===== config.mk =====
export PLATFORM = sky130hd
export DESIGN_NAME = seq_detector_param_flat
export DESIGN_NICKNAME = d
export VERILOG_FILES = /design/src/rtl/seq_detector_param_if.sv /design/src/rtl/seq_detector_param.sv /design/src/flat_wrapper.sv
export SDC_FILE = /design/constraint.sdc
export NUM_CORES = 1
export LEC_CHECK = 0
export BUFFER_PORTS_ARGS = -buffer_cell sky130_fd_sc_hd__buf_2
export CAP_MARGIN = 20
export CORE_MARGIN = 3
export CORE_UTILIZATION = 40
export DETAILED_ROUTE_END_ITERATION = 7
export SLEW_MARGIN = 0
export SYNTH_ARGS = -nofsm -noshare
export SYNTH_HDL_FRONTEND = slang
export SYNTH_SLANG_ARGS = --single-unit

===== constraint.sdc =====
create_clock -name clock -period 2.49 [get_ports clock]
set_input_delay 0.249 -clock clock [delete_from_list [all_inputs] [get_ports clock]]
set_output_delay 0.249 -clock clock [all_outputs]
set_load 0.02 [all_outputs]

===== src/rtl/seq_detector_param_if.sv =====
// Serial-input, control and result signals of the programmable pattern detector.
// master drives the bit stream and controls; slave is the detector.
interface seq_detector_param_if #(
    parameter int PATTERN_LEN = 4,
    parameter int CNT_WIDTH   = 8
);
    logic                   sequence_in;
    logic                   in_valid;
    logic                   overlap_en;
    logic                   pattern_load;
    logic [PATTERN_LEN-1:0] pattern_in;
    logic                   count_clear;
    logic                   detector_out;
    logic [CNT_WIDTH-1:0]   match_count;
    logic [PATTERN_LEN-1:0] pattern_q;

    // Qualified stream: sequence_in is meaningful only in cycles with in_valid=1;
    // there is no backpressure, the detector accepts every qualified bit.
    modport master (
        output sequence_in, in_valid, overlap_en, pattern_load, pattern_in, count_clear,
        input  detector_out, match_count, pattern_q
    );
    modport slave (
        input  sequence_in, in_valid, overlap_en, pattern_load, pattern_in, count_clear,
        output detector_out, match_count, pattern_q
    );
endinterface


===== src/rtl/seq_detector_param.sv =====
// Programmable PATTERN_LEN-bit serial pattern detector with overlap control
// and a saturating match counter.
module seq_detector_param #(
    parameter int                     PATTERN_LEN = 4,
    parameter logic [PATTERN_LEN-1:0] PATTERN_RST = 4'b1011,
    parameter int                     CNT_WIDTH   = 8
) (
    input logic                  clock,
    input logic                  reset,
    seq_detector_param_if.slave  bus
);
    localparam int FILL_W = (PATTERN_LEN > 2) ? $clog2(PATTERN_LEN) : 1;
    localparam logic [FILL_W-1:0]    FILL_MAX = FILL_W'(PATTERN_LEN - 1);
    localparam logic [CNT_WIDTH-1:0] CNT_MAX  = '1;

    logic [PATTERN_LEN-1:0] hist_q, hist_d;
    logic [FILL_W-1:0]      fill_q, fill_d;
    logic [PATTERN_LEN-1:0] pattern_q, pattern_d;
    logic                   det_q, det_d;
    logic [CNT_WIDTH-1:0]   count_q, count_d;

    logic                   accept;
    logic [PATTERN_LEN-1:0] candidate;
    logic                   hit;

    always_ff @(posedge clock) begin
        if (reset) begin
            hist_q    <= '0;
            fill_q    <= '0;
            pattern_q <= PATTERN_RST;
            det_q     <= 1'b0;
            count_q   <= '0;
        end else begin
            hist_q    <= hist_d;
            fill_q    <= fill_d;
            pattern_q <= pattern_d;
            det_q     <= det_d;
            count_q   <= count_d;
        end
    end

    always_comb begin
        accept    = bus.in_valid && !bus.pattern_load;
        candidate = {hist_q[PATTERN_LEN-2:0], bus.sequence_in};
        // fill at its maximum means the other PATTERN_LEN-1 history bits all arrived since the last restart
        hit       = accept && (fill_q == FILL_MAX) && (candidate == pattern_q);

        hist_d    = hist_q;
        fill_d    = fill_q;
        pattern_d = pattern_q;
        det_d     = hit;
        count_d   = count_q;

        if (bus.pattern_load) begin
            pattern_d = bus.pattern_in;
            fill_d    = '0;
        end else if (accept) begin
            hist_d = candidate;
            if (hit) begin
                if (!bus.overlap_en) fill_d = '0;
            end else if (fill_q != FILL_MAX) begin
                fill_d = fill_q + FILL_W'(1);
            end
        end

        // clear outranks a same-cycle hit
        if (bus.count_clear) begin
            count_d = '0;
        end else if (hit && (count_q != CNT_MAX)) begin
            count_d = count_q + CNT_WIDTH'(1);
        end
    end

    assign bus.detector_out = det_q;
    assign bus.match_count  = count_q;
    assign bus.pattern_q    = pattern_q;
endmodule


===== src/flat_wrapper.sv =====
// flat-port wrapper written by rule: the top's interface ports become plain ports
module seq_detector_param_flat 
#(
    parameter int                     PATTERN_LEN = 4,
    parameter logic [PATTERN_LEN-1:0] PATTERN_RST = 4'b1011,
    parameter int                     CNT_WIDTH   = 8
)
  (clock, reset, bus_sequence_in, bus_in_valid, bus_overlap_en, bus_pattern_load, bus_pattern_in, bus_count_clear, bus_detector_out, bus_match_count, bus_pattern_q);
  seq_detector_param_if #(.PATTERN_LEN(PATTERN_LEN), .CNT_WIDTH(CNT_WIDTH)) bus_i ();
  input logic clock;
  input logic reset;
  input wire logic [$bits(bus_i.sequence_in)-1:0] bus_sequence_in;
  input wire logic [$bits(bus_i.in_valid)-1:0] bus_in_valid;
  input wire logic [$bits(bus_i.overlap_en)-1:0] bus_overlap_en;
  input wire logic [$bits(bus_i.pattern_load)-1:0] bus_pattern_load;
  input wire logic [$bits(bus_i.pattern_in)-1:0] bus_pattern_in;
  input wire logic [$bits(bus_i.count_clear)-1:0] bus_count_clear;
  output wire logic [$bits(bus_i.detector_out)-1:0] bus_detector_out;
  output wire logic [$bits(bus_i.match_count)-1:0] bus_match_count;
  output wire logic [$bits(bus_i.pattern_q)-1:0] bus_pattern_q;
  assign bus_i.sequence_in = bus_sequence_in;
  assign bus_i.in_valid = bus_in_valid;
  assign bus_i.overlap_en = bus_overlap_en;
  assign bus_i.pattern_load = bus_pattern_load;
  assign bus_i.pattern_in = bus_pattern_in;
  assign bus_i.count_clear = bus_count_clear;
  assign bus_detector_out = bus_i.detector_out;
  assign bus_match_count = bus_i.match_count;
  assign bus_pattern_q = bus_i.pattern_q;
  seq_detector_param #(.PATTERN_LEN(PATTERN_LEN), .PATTERN_RST(PATTERN_RST), .CNT_WIDTH(CNT_WIDTH)) u_core (.clock(clock), .reset(reset), .bus(bus_i));
endmodule

# Yosys cells after proc, flatten, opt, wreduce, memory -nomap -nowiden
# Cells that the tools add are included.
# word_totals
reg_bits	18
# classes
n_reduce_logical	10
bitwise_logic	1
mux	3
n_eq_ne	5
addsub	2
# ops
operator	count
adder 8 x 1 -> 8 bit (second input constant)	1
!= test 8 bit (second input constant)	1
2-to-1 mux 2 bit	3
== test 4 bit	1
logical AND 1 bit	4
!= test 2 bit (second input constant)	2
OR reduction 2 bit	2
AND reduction 3 bit	1
adder 2 x 1 -> 2 bit (second input constant)	1
== test 2 bit (second input constant)	1
AND reduction 2 bit	1
nonzero test 2 bit	1
logical NOT 1 bit	1
inverter 1 bit	1

# Logic depth before layout (Yosys ltp)
# depth
ltp_word	6
mapped_depth	6
ltp_nobuf	5

# Worst setup path after synthesis
# OpenSTA, ideal clock, no wires.
# synth_path
path_type	register -> register
startpoint	register u_core.count_q[0], in the netlist u_core.bus.match_count[0]
endpoint	register u_core.count_q[2], in the netlist u_core.bus.match_count[2]
n_path_buf	1
t_arrival_ns	1.799
period_less_slack_ns	1.869
slack_ns	0.621
stages_incl_launch_ff	7
cell_sequence	dfxtp_1 -> ha_1 -> and3_4 -> a211o_1 -> buf_6 -> or4_1 -> a21oi_1
# synth_via
elab_chain_cells	2
elab_cells_between_ends	3
# synth_lines
element	line_no	rtl
start, declared	seq_detector_param.sv:20	logic [CNT_WIDTH-1:0] count_q, count_d;
start signal, assigned	seq_detector_param.sv:38	count_q <= count_d;
branches (longest 2 deep; another with adder 8 x 1 -> 8 bit)	n/a	
# Several ways; the timed one is not identified.
# A chain may end at the register's enable or synchronous reset.

# Worst setup path after layout
# layout_path
startpoint	register u_core.count_q[0], in the netlist u_core.bus.match_count[0]
endpoint	register u_core.count_q[3], in the netlist u_core.bus.match_count[3]
# The elaborated chain is that of the path after synthesis.

==> metrics.csv <==
metric;value;unit
hp-class;input pin to flip-flop;
drc_errors;0;
vias;785;
critPathTopFamily;simple AND/OR/NAND/NOR gates;
synth_enable_flop_cells;0;
finClkSkew;0.000781;ns
fin_crit;2.00;ns
viasPerCell;5.34;
cts_hold_buf;0;
pwr-share-clk;27.9;%
async_flop_share;0;%
min_to;u_core.bus.pattern_q[3]$_SDFFE_PP1P_;
wl_per_cell;12.7;um
dp_hpwl;1410;um
syn-cell-area;892;um2
first_global_vias;775;
io_pins;24;
reg2reg_depth;5;
synthDistinctLibCells;30;
crit_required;2.71;ns
syn_avg_cell_area;9.01;um2
met2_usage;23.3;%
grt.total_usage;15.2;%
clockBufferDepth;2;
synth_top_area_cell;dfxtp_1;
io_buffers;23;
yosys-top-cells-count;18 x dfxtp_1, 8 x a21oi_1, 7 x mux2i_1;
critPathMaxStageDelay;0.52;ns
maxCapViolations;0;
drive_gt1_share;23.3;%
gp_congestion;0.827;
switchingPower;121;uW
die-area;2830;um2
start_util;43.7;%
grt_busiest_layer;met2;
grt_pass1_wl;3240;um
synth_area_leaders;dfxtp_1 40%, mux2i_1 7.9%, a21oi_1 4.5%, a211o_1 3.9%, nand3_1 3.4%;
ys_seq_area_share;40.4;%
slowest_stage;or4_1;
die_h;53.2;um
drt_iter0_markers;7;
power_frac_comb;11.7;%
synth_most_common_cell;dfxtp_1;
clkSlewWorstSetupHoldPaths;0.10;ns
clockRootBuffer;clkbuf_4;
synth-seq-cells;18;
whs_path_depth;2;
power_density;478;nW/um2
worst_ep_arrival_time;2.21;ns
final.setup.tns;0;ns
setup_violations;0;
synth_flop_cell;dfxtp_1;
die_w;53.2;um
h-tree-depth;1;
clock.fmax;500;MHz
swShare;24.4;%
yosys_warnings;0;
place_area;1010;um2
cts_buffers;3;
rows;16;
cp_max_fo;13;
min_from;bus_pattern_in[3];
reg2reg_from;u_core.bus.match_count[0]$_SDFFE_PP0P_;
antenna_found_initial;0;
rsz0062_at_grt;no;
hold_ws;0.168;ns
utilization;50.8;%
cp_cell_sequence;ha_1 > and3_4 > a211o_1 > or4_1 > a21oi_1;
antenna_cells;0;
leakagePower;0.000407;uW
grt_use_met1;19.7;%
finalCritPeriodShare;80.3;%
r2r_slack;0.49;ns
path_buf_inv;0;
drt-pass1-iter-count;4;
wl;1870;um
p_int;375;uW
post_cts_buffers;0;
finalHoldViolCount;0;
end_kind;flip-flop;
ctsResizeCount;0;
fin_area;1040;um2
path_class;flip-flop to flip-flop;
seq_power_share;60.4;%
worst_slew_pin_slew;0.457;ns
netlist_instances;99;
ir_drop;0.000315;V
startpoint_type;flip-flop;
core_area;2040;um2
drv_slew;0;
syn_nets;112;
grt_max_degree;15;
use_met3;4.51;%
slew_headroom;69.4;%
clk_latency;0.28;ns
fin_ws;0.491;ns
cts.sinks;18;
post-place-ws;0.540;ns
grt_overflow;0;
tritoncts;yes;
reg2reg_to;u_core.bus.match_count[3]$_SDFFE_PP0P_;
area_delta_synth_final;16.3;%
status;completed;
synth_top_area_share;40.4;%
layout.nets;135;
ant_nets;0;
area by class of cell:
class,count,area (um2)
Inverter,1,3.75
Timing Repair Buffer,23,115
Multi-Input combinational cell,75,502
Clock buffer,3,22.5
Fill cell,207,1000
Sequential cell,18,360
Tap cell,27,33.8
placed cells by master (no fill, tap or decap), drive strengths merged:
| cell type | n |
|---|---|
| nor3b | 3 |
| nand2b | 1 |
| xnor2 | 3 |
| o21a | 1 |
| or4 | 4 |
| a211o | 4 |
| nor4 | 2 |
| buf | 23 |
| dfxtp | 18 |
| nor3 | 1 |
| and3 | 3 |
| nand3b | 1 |
| nand2 | 6 |
| mux2i | 7 |
| o31ai | 4 |
| and4 | 1 |
| or2 | 1 |
| ha | 2 |
| nor2 | 6 |
| nor2b | 4 |
| o21ai | 2 |
| inv | 1 |
| or3 | 3 |
| a211oi | 1 |
| clkbuf | 3 |
| a21oi | 8 |
| xor2 | 1 |
| nand3 | 6 |
worst register-to-register path, cell delays in order, from the launching register on:
cell,delay (ns)
dfxtp_1,0.36
ha_1,0.26
and3_4,0.20
a211o_1,0.43
or4_1,0.52
a21oi_1,0.16
through the flow:
step	instances	power (uW)
4_1_cts	147	506
6_report	147	496
3_3_place_gp	144	363
3_5_place_dp	144	365
2_1_floorplan	99	345
5_1_grt	147	523
power by group through the flow:
stage / logic, uW / clock network, uW / registers [uW]
2_1_floorplan: 34.0 / 0 / 311
3_3_place_gp: 56.5 / 0 / 306
3_5_place_dp: 58.3 / 0 / 306
4_1_cts: 58.5 / 148 / 300
5_1_grt: 64.6 / 158 / 300
6_report: 57.9 / 139 / 300
worst max-delay path by stage:
stage                                            from                                endpoint  slack (ns)  cells after the start
2_1_floorplan  u_core.bus.match_count[0]$_SDFFE_PP0P_  u_core.bus.match_count[2]$_SDFFE_PP0P_        0.62                      6
3_3_place_gp   u_core.bus.match_count[0]$_SDFFE_PP0P_  u_core.bus.match_count[4]$_SDFFE_PP0P_        0.62                      5
3_5_place_dp   u_core.bus.match_count[0]$_SDFFE_PP0P_  u_core.bus.match_count[3]$_SDFFE_PP0P_        0.54                      5
4_1_cts        u_core.bus.match_count[0]$_SDFFE_PP0P_  u_core.bus.match_count[3]$_SDFFE_PP0P_        0.50                      5
5_1_grt        u_core.bus.match_count[0]$_SDFFE_PP0P_  u_core.bus.match_count[3]$_SDFFE_PP0P_        0.40                      5
6_report       u_core.bus.match_count[0]$_SDFFE_PP0P_  u_core.bus.match_count[3]$_SDFFE_PP0P_        0.49                      5
state kept, by name, indices dropped and copies added (netlist names):
signal,cells
u_core.fill_q,2
u_core.bus.match_count,8
u_core.bus.detector_out,1
u_core.bus.pattern_q,4
u_core.hist_q,3
logic make-up (layout without fill, tap and decap cells):
logic type	count (synthesis)	count (layout)	share of synthesized area, %
AO/OA/AOI/OAI	20	20	14.6
XOR/XNOR	4	4	3.93
adder cells (fa/ha/maj)	2	2	2.80
buffers and inverters	6	27	3.37
flip-flops	18	18	40.4
multiplexers	7	7	7.85
AND/OR/NAND/NOR	42	42	27.1
per-layer routing:
| metal | vias to the layer above | share of wire, % |
|---|---|---|
| met3 | 2 | 4.9 |
| met4 | 0 | 0.54 |
| li1 | 408 | - |
| met2 | 20 | 45 |
| met5 | - | 0 |
| met1 | 355 | 50 |
No activity file was read; power rests on OpenSTA's default activity.
